==> src/rtl/fifo_pkg.sv <==
// Shared async-FIFO constants and Gray/binary pointer conversion, common to both clock domains.
package fifo_pkg;

    localparam int unsigned DEF_ADDR_WIDTH = 6;
    localparam int unsigned DEF_DATA_WIDTH = 8;
    localparam int unsigned MAX_PTR_W      = 32;

    typedef logic [MAX_PTR_W-1:0] ptr_t;

    function automatic ptr_t bin2gray(input ptr_t b);
        return b ^ (b >> 1);
    endfunction

    // Narrower pointers are zero-extended, so the upper zeros leave the low bits untouched.
    function automatic ptr_t gray2bin(input ptr_t g);
        ptr_t b;
        b[MAX_PTR_W-1] = g[MAX_PTR_W-1];
        for (int i = int'(MAX_PTR_W) - 2; i >= 0; i--) begin
            b[i] = b[i+1] ^ g[i];
        end
        return b;
    endfunction

endpackage

==> src/rtl/fifo_out_stage.sv <==
// Two-entry first-word-fall-through output stage (output register plus skid) with valid/ready.
module fifo_out_stage
    import fifo_pkg::*;
#(
    parameter int unsigned DATA_WIDTH = DEF_DATA_WIDTH
) (
    input  logic                  clk,
    input  logic                  rst,
    input  logic                  fetch_valid,
    input  logic [DATA_WIDTH-1:0] fetch_data,
    input  logic                  rd_ready,
    output logic                  rd_valid,
    output logic [DATA_WIDTH-1:0] rd_data,
    output logic [1:0]            occupancy
);

    logic                  skid_valid;
    logic [DATA_WIDTH-1:0] skid_data;
    logic                  out_valid_next;
    logic [DATA_WIDTH-1:0] out_data_next;
    logic                  skid_valid_next;
    logic [DATA_WIDTH-1:0] skid_data_next;
    logic                  drain;

    // Skid refills the output register first on a drain so word order is preserved.
    always_comb begin
        out_valid_next  = rd_valid;
        out_data_next   = rd_data;
        skid_valid_next = skid_valid;
        skid_data_next  = skid_data;
        drain           = rd_valid && rd_ready;

        if (drain) begin
            if (skid_valid) begin
                out_valid_next  = 1'b1;
                out_data_next   = skid_data;
                skid_valid_next = fetch_valid;
                if (fetch_valid) begin
                    skid_data_next = fetch_data;
                end
            end else begin
                out_valid_next = fetch_valid;
                if (fetch_valid) begin
                    out_data_next = fetch_data;
                end
            end
        end else if (fetch_valid) begin
            if (!rd_valid) begin
                out_valid_next = 1'b1;
                out_data_next  = fetch_data;
            end else begin
                skid_valid_next = 1'b1;
                skid_data_next  = fetch_data;
            end
        end
    end

    always_ff @(posedge clk or posedge rst) begin
        if (rst) begin
            rd_valid   <= 1'b0;
            rd_data    <= '0;
            skid_valid <= 1'b0;
            skid_data  <= '0;
        end else begin
            rd_valid   <= out_valid_next;
            rd_data    <= out_data_next;
            skid_valid <= skid_valid_next;
            skid_data  <= skid_data_next;
        end
    end

    assign occupancy = 2'(rd_valid) + 2'(skid_valid);

endmodule

==> src/rtl/fifo_read_ctrl.sv <==
// Async FIFO read-domain controller: read pointer, empty/almost-empty flags, occupancy and RAM fetch.
module fifo_read_ctrl
    import fifo_pkg::*;
#(
    parameter int unsigned ADDR_WIDTH = DEF_ADDR_WIDTH,
    parameter int unsigned DATA_WIDTH = DEF_DATA_WIDTH,
    parameter int unsigned AE_THRESH  = 4
) (
    input  logic                  clk,
    input  logic                  rst,
    input  logic [ADDR_WIDTH:0]   rq2_wptr,
    output logic [ADDR_WIDTH:0]   rptr,
    output logic [ADDR_WIDTH-1:0] raddr,
    output logic                  ren,
    input  logic [DATA_WIDTH-1:0] rdata_mem,
    output logic                  rd_valid,
    input  logic                  rd_ready,
    output logic [DATA_WIDTH-1:0] rd_data,
    output logic                  empty,
    output logic                  almost_empty,
    output logic [ADDR_WIDTH:0]   rd_count
);

    localparam int unsigned PTR_W = ADDR_WIDTH + 1;

    logic [PTR_W-1:0] rbin;
    logic [PTR_W-1:0] rbin_next;
    logic [PTR_W-1:0] rgray_next;
    logic             fetch_pending;
    logic [1:0]       stage_occ;
    logic [1:0]       slots_after;

    // Fetch only while the output stage plus the in-flight read leaves room for another word.
    always_comb begin
        slots_after  = stage_occ + 2'(fetch_pending) - 2'(rd_valid && rd_ready);
        ren          = !empty && (slots_after < 2'd2);
        rbin_next    = rbin + PTR_W'(ren);
        rgray_next   = PTR_W'(bin2gray(MAX_PTR_W'(rbin_next)));
        rd_count     = PTR_W'(gray2bin(MAX_PTR_W'(rq2_wptr))) - rbin;
        almost_empty = 32'(rd_count) <= AE_THRESH;
    end

    always_ff @(posedge clk or posedge rst) begin
        if (rst) begin
            rbin          <= '0;
            rptr          <= '0;
            empty         <= 1'b1;
            fetch_pending <= 1'b0;
        end else begin
            rbin          <= rbin_next;
            rptr          <= rgray_next;
            empty         <= (rgray_next == rq2_wptr);
            fetch_pending <= ren;
        end
    end

    assign raddr = rbin[ADDR_WIDTH-1:0];

    fifo_out_stage #(
        .DATA_WIDTH (DATA_WIDTH)
    ) u_out_stage (
        .clk         (clk),
        .rst         (rst),
        .fetch_valid (fetch_pending),
        .fetch_data  (rdata_mem),
        .rd_ready    (rd_ready),
        .rd_valid    (rd_valid),
        .rd_data     (rd_data),
        .occupancy   (stage_occ)
    );

endmodule

==> config.mk <==
export PLATFORM = sky130hd
export DESIGN_NAME = fifo_read_ctrl
export DESIGN_NICKNAME = d
export VERILOG_FILES = /design/src/rtl/fifo_pkg.sv /design/src/rtl/fifo_out_stage.sv /design/src/rtl/fifo_read_ctrl.sv
export SDC_FILE = /design/constraint.sdc
export NUM_CORES = 1
export LEC_CHECK = 0
export CORE_MARGIN = 2
export CORE_UTILIZATION = 51
export CTS_BUF_LIST = sky130_fd_sc_hd__clkbuf_8
export CTS_CLUSTER_SIZE = 10
export DETAILED_ROUTE_END_ITERATION = 8
export GPL_TIMING_DRIVEN = 0
export PLACE_DENSITY = 0.83
export SLEW_MARGIN = 20
export SYNTH_ARGS = -nofsm -noshare
export SYNTH_HDL_FRONTEND = slang
export SYNTH_SLANG_ARGS = --single-unit
==> constraint.sdc <==
create_clock -name clk -period 4.49 [get_ports clk]
set_input_delay 0.449 -clock clk [delete_from_list [all_inputs] [get_ports clk]]
set_output_delay 0.449 -clock clk [all_outputs]
set_load 0.1 [all_outputs]
# Word-level counts from Yosys, hierarchy flattened
# Index checks and enable logic that the tools add are counted.
# totals
reg_bits,34
wordCells,51
inputBits,18
# op_classes
bitwise_logic,7
order_cmp,2
muxes,16
n_addsub,5
reduce_logical,9
n_eq_ne,4
# op_table
cell,n
two-way mux 8 bit,9
adder 7 x 1 -> 7 bit,1
equality test 7 bit,1
"less-or-equal comparator 7 x 3 -> 1 bit, second input constant",1
two-way mux 1 bit,7
subtractor 7 bit,1
XOR 7 x 6 -> 7 bit,1
nonzero test 2 bit,3
XOR 1 bit,6
"!= test 2 bit, second input constant",2
AND reduction 4 bit,1
AND reduction 3 bit,1
adder 1 x 1 -> 2 bit,1
adder 2 x 1 -> 2 bit,1
logical AND 1 bit,2
"< comparator 2 bit, second input constant",1
"!= test 2 x 1 -> 1 bit, second input constant",1
AND reduction 2 bit,1
subtractor 2 x 1 -> 2 bit,1
logical NOT 1 bit,1

# Logic depth before layout (Yosys ltp)
# logic_depth
depth_word,8
ltp_mapped,15
ltp_nobuf,15

# Modules after synthesis
# From an unflattened synthesis, not the netlist that was laid out.
# hier_totals
cells_unflattened,194
area_unflattened_um2,2035.7
# modules_own_cells
module,area_each_um2,instances,cells_per_inst,seq_area_each_um2
fifo_read_ctrl,1206.2,1,121,376.6
fifo_out_stage,829.5,1,73,450.4

# Worst setup path after synthesis
# OpenSTA, ideal clock, no wires.
# synth_path
path_type,input port to output port
startpoint,input port rq2_wptr[6]
endpoint,output port almost_empty
arrival_ns,8.267
t_required_ns,4.041
path_slack_ns,-4.226
cell_stages,12
path_cell_list,buf_6 -> xor3_2 -> xnor2_2 -> xor2_2 -> xor2_2 -> inv_1 -> ha_1 -> nor2b_1 -> o21a_1 -> o21a_1 -> o311ai_0 -> nor4_1
# synth_between
elab_chain_len,8
# synth_lines
element,line_no,rtl
"start, declared",fifo_read_ctrl.sv:11,"input logic [ADDR_WIDTH:0] rq2_wptr,"
XOR 1 bit *,fifo_pkg.sv:19,b[i] = b[i+1] ^ g[i];
XOR 1 bit (5 in a row),fifo_pkg.sv:19,
subtractor 7 bit *,fifo_read_ctrl.sv:39,rd_count = PTR_W'(gray2bin(MAX_PTR_W'(rq2_wptr))) - rbin;
via rd_count[5],fifo_read_ctrl.sv:21,output logic [ADDR_WIDTH:0] rd_count
less-or-equal comparator 7 x 3 -> 1 bit *,fifo_read_ctrl.sv:40,almost_empty = 32'(rd_count) <= AE_THRESH;
"end, declared",fifo_read_ctrl.sv:20,"output logic almost_empty,"
# Mark *: on every way through the listed nets, which the timed path passes. The rest lies on a longest branch.

# Final worst setup path
# layout_path
startpoint,input port rq2_wptr[4]
endpoint,output port almost_empty
# layout_between
elab_chain_len,7
# layout_lines
element,line_no
XOR 1 bit *,fifo_pkg.sv:19
XOR 1 bit (4 in a row),fifo_pkg.sv:19
subtractor 7 bit *,fifo_read_ctrl.sv:39
less-or-equal comparator 7 x 3 -> 1 bit *,fifo_read_ctrl.sv:40
# Mark *: on every way between the ends. The rest lies on a longest branch, timed or not.

==> flow_summary.yaml <==
status:
  status: "completed"
cells_and_area:
  instances_no_fill: 286
  fin_nets: 266
  final_layout_size_suffix_gt1_share_pct: 14.7
  layout-area-overhead-vs-synth_pct: 34.8
  stdcell_area_um2: 2630
  n_antenna_cell: 0
  layout_commonest_cell: "clkdlybuf4s50_1"
  fill_cells: 275
  layout_common_cells: "clkdlybuf4s50_1, dfrtp_1, inv_1"
sta:
  rsz0062_at_grt: "no"
  worst_pin_slew_ps: 992
  layout_setup_ws_ps: 178
  fin_skew_ps: 5.12
  maxSlewHeadroom_pct: 33.6
  post-route-period-util_pct: 96.0
  finalHoldViolations: 0
  min_period_ps: 4310
  holdWs_ps: 483
  finalSetupViolations: 0
  fmax_ghz: 0.232
  final_max_slew_viol_count: 0
clock_tree:
  clkLatencyLatePin_ps: 280
  cts.htree.levels: 2
  root_buffer: "clkbuf_8"
  clockBufferDepth: 2
  cts_tree: "built"
  clk_pin_slew_ps: 60
  holdBufCountCts: 0
  cts_buffers: 5
  clock_sinks: 33
drt:
  wire_per_inst_um: 12.9
  vias_per_cell: 5.08
  remaining_drc_errors: 0
  firstDrtPassIters: 4
  vias: 1453
  ant_nets: 0
  drtIter0Drc: 98
  wl_mm: 3.68
synthesis:
  synth-adder-area-share_pct: 7.45
  synth_area_per_cell_um2: 10.8
  muxShareOfSynthArea_pct: 9.24
  synthSimpleGateAreaFrac_pct: 9.95
  seq_area_frac_synth_pct: 42.4
  yosys_warnings: 0
  synth_area_um2: 1950
  synth_top_family_by_area: "XOR/XNOR gates"
  synthArstFlopShare_pct: 100
  synth_cell_types: 39
  netlist_instances: 180
  synth_xor_xnor_area_share_pct: 16.0
  synth-edff-count: 0
  synthesis.nets: 209
  synth-seq-cells: 33
  synth-compound-area-share_pct: 10.4
  synthFlopType: "dfrtp_1"
job:
  drv_cap: 0
floorplan:
  rows: 22
  start_util_pct: 53.2
  die_h_um: 65.8
  num_io_pins: 50
  core_area_um2: 3660
  die_w_um: 65.8
  die-area_um2: 4330
global_route:
  grt_pass1_vias: 1455
  grt_util_all_layers_pct: 18.9
  grt_max_degree: 34
  top_usage_layer: "met2"
  antenna_found_initial: 0
  grtUsageMet1_pct: 20.2
  overflow: 0
  use_met3_pct: 3.41
  grtUsageMet2_pct: 35.1
  grt_pass1_wl_mm: 6.16
setup_path:
  reg2regPathDepth: 15
  worstSetupPathType: "in2out"
  crit_chain: "clkdlybuf4s50_1 > xor3_2 > xnor2_4 > xor2_2 > xor2_2 > xor2_1 > ha_2 > fa_2 > nor2b_1 > o21a_1 > o21a_1 > o211ai_1 > nor4_1 > buf_4"
  cp-end-kind: "primary output"
  critical-path-top-delay-family: "XOR/XNOR gates"
  critical_path.max_fanout: 3
  worst_path_max_delay_cell: "clkdlybuf4s50_1"
  arrival_ps: 3860
  max_stage_delay_ps: 530
  critPathRequiredTime_ps: 4040
  critPathBufInv: 2
  crit_path_start_kind: "input port"
  r2r_slack_ps: 950
  crit_cells: 14
worst_hold_path:
  hp-class: "reg2reg"
  hold_depth: 2
placement:
  numPortBuffers: 48
  dp.cells: 276
  place_congestion: 0.699
  place_ws_ps: -895
  post-dp-hpwl_mm: 2.89
  post_dp_cell_area_um2: 2510
==> layout make-up <==
type	instances	area [um^2]	area share, %
sequential	33	827	31.5
multi-input combinational	126	1070	40.7
inverter	17	63.8	2.43
timing repair buffer	50	492	18.7
clock inverter	2	7.51	0.286
tap	48	60.1	2.29
buffer	4	25.0	0.952
clock buffer	6	82.6	3.14
==> sequential cells by signal, summed over array words and instances (netlist names) <==
signal / count
u_out_stage.rd_valid: 1
u_out_stage.skid_valid: 1
u_out_stage.skid_data: 8
empty: 1
rptr: 6
u_out_stage.rd_data: 8
fetch_pending: 1
rbin: 7
==> cells in the mapped netlist (5+ instances only) <==
cell / instances / area [um^2]
inv_1: 17 / 63.8
xor2_1: 13 / 114
nor3_1: 5 / 25.0
nand2_1: 11 / 41.3
and3_1: 5 / 31.3
o21ai_0: 14 / 70.1
xnor2_1: 9 / 78.8
mux2i_1: 9 / 90.1
mux2_2: 8 / 90.1
dfrtp_1: 32 / 801
ha_1: 10 / 125
==> path summary, 6_finish.rpt <==
path                                         from                       end
hold reg to reg            u_out_stage.rd_data[3]    u_out_stage.rd_data[3]
max in group asynchronous                     rst                   rbin[3]
min in group asynchronous                     rst  u_out_stage.skid_data[1]
hold / removal             u_out_stage.rd_data[3]    u_out_stage.rd_data[3]
setup reg to reg             u_out_stage.rd_valid                     empty
setup / recovery                      rq2_wptr[4]              almost_empty
==> worst min-delay path, cell delays in order, from the launching register on <==
cell and delay [ps]:
dfrtp_1 340, nand2_1 40, o21ai_0 60
==> cells by family (layout without fill, tap and decap cells) <==
logic type / count (synthesis) / in the layout
adders and majority gates: 11 / 11
muxes: 17 / 17
DFF: 33 / 33
xor gates and xnor gates: 28 / 28
AOI/OAI and AO/OA: 32 / 32
and+or+nand+nor: 38 / 38
buffers and inverters: 21 / 79
==> repair_timing <==
item	4_1_cts	5_1_grt
pin swaps	2	5
cloned	0	0
endpoints found under the setup margin	7	6
gates resized for setup	23	3
endpoints found under the hold margin	0	0
setup buffers	0	2
==> through the flow <==
step	TNS, ps	util [%]
floorplan	-2440	-
global placement	-2990	68.6
detailed placement	-3070	68.6
CTS	-62.6	70.8
global route	0	71.8
finish	0	71.8
==> metal layers <==
metal / wire [um] / share of wire (%)
met1: 1540 / 42
met2: 1900 / 52
met3: 178 / 4.8
met4: 61 / 1.7
met5: 0 / 0
Power is not shown: default switching activity piles up to over one toggle a cycle in this logic, so the estimate is an artifact.
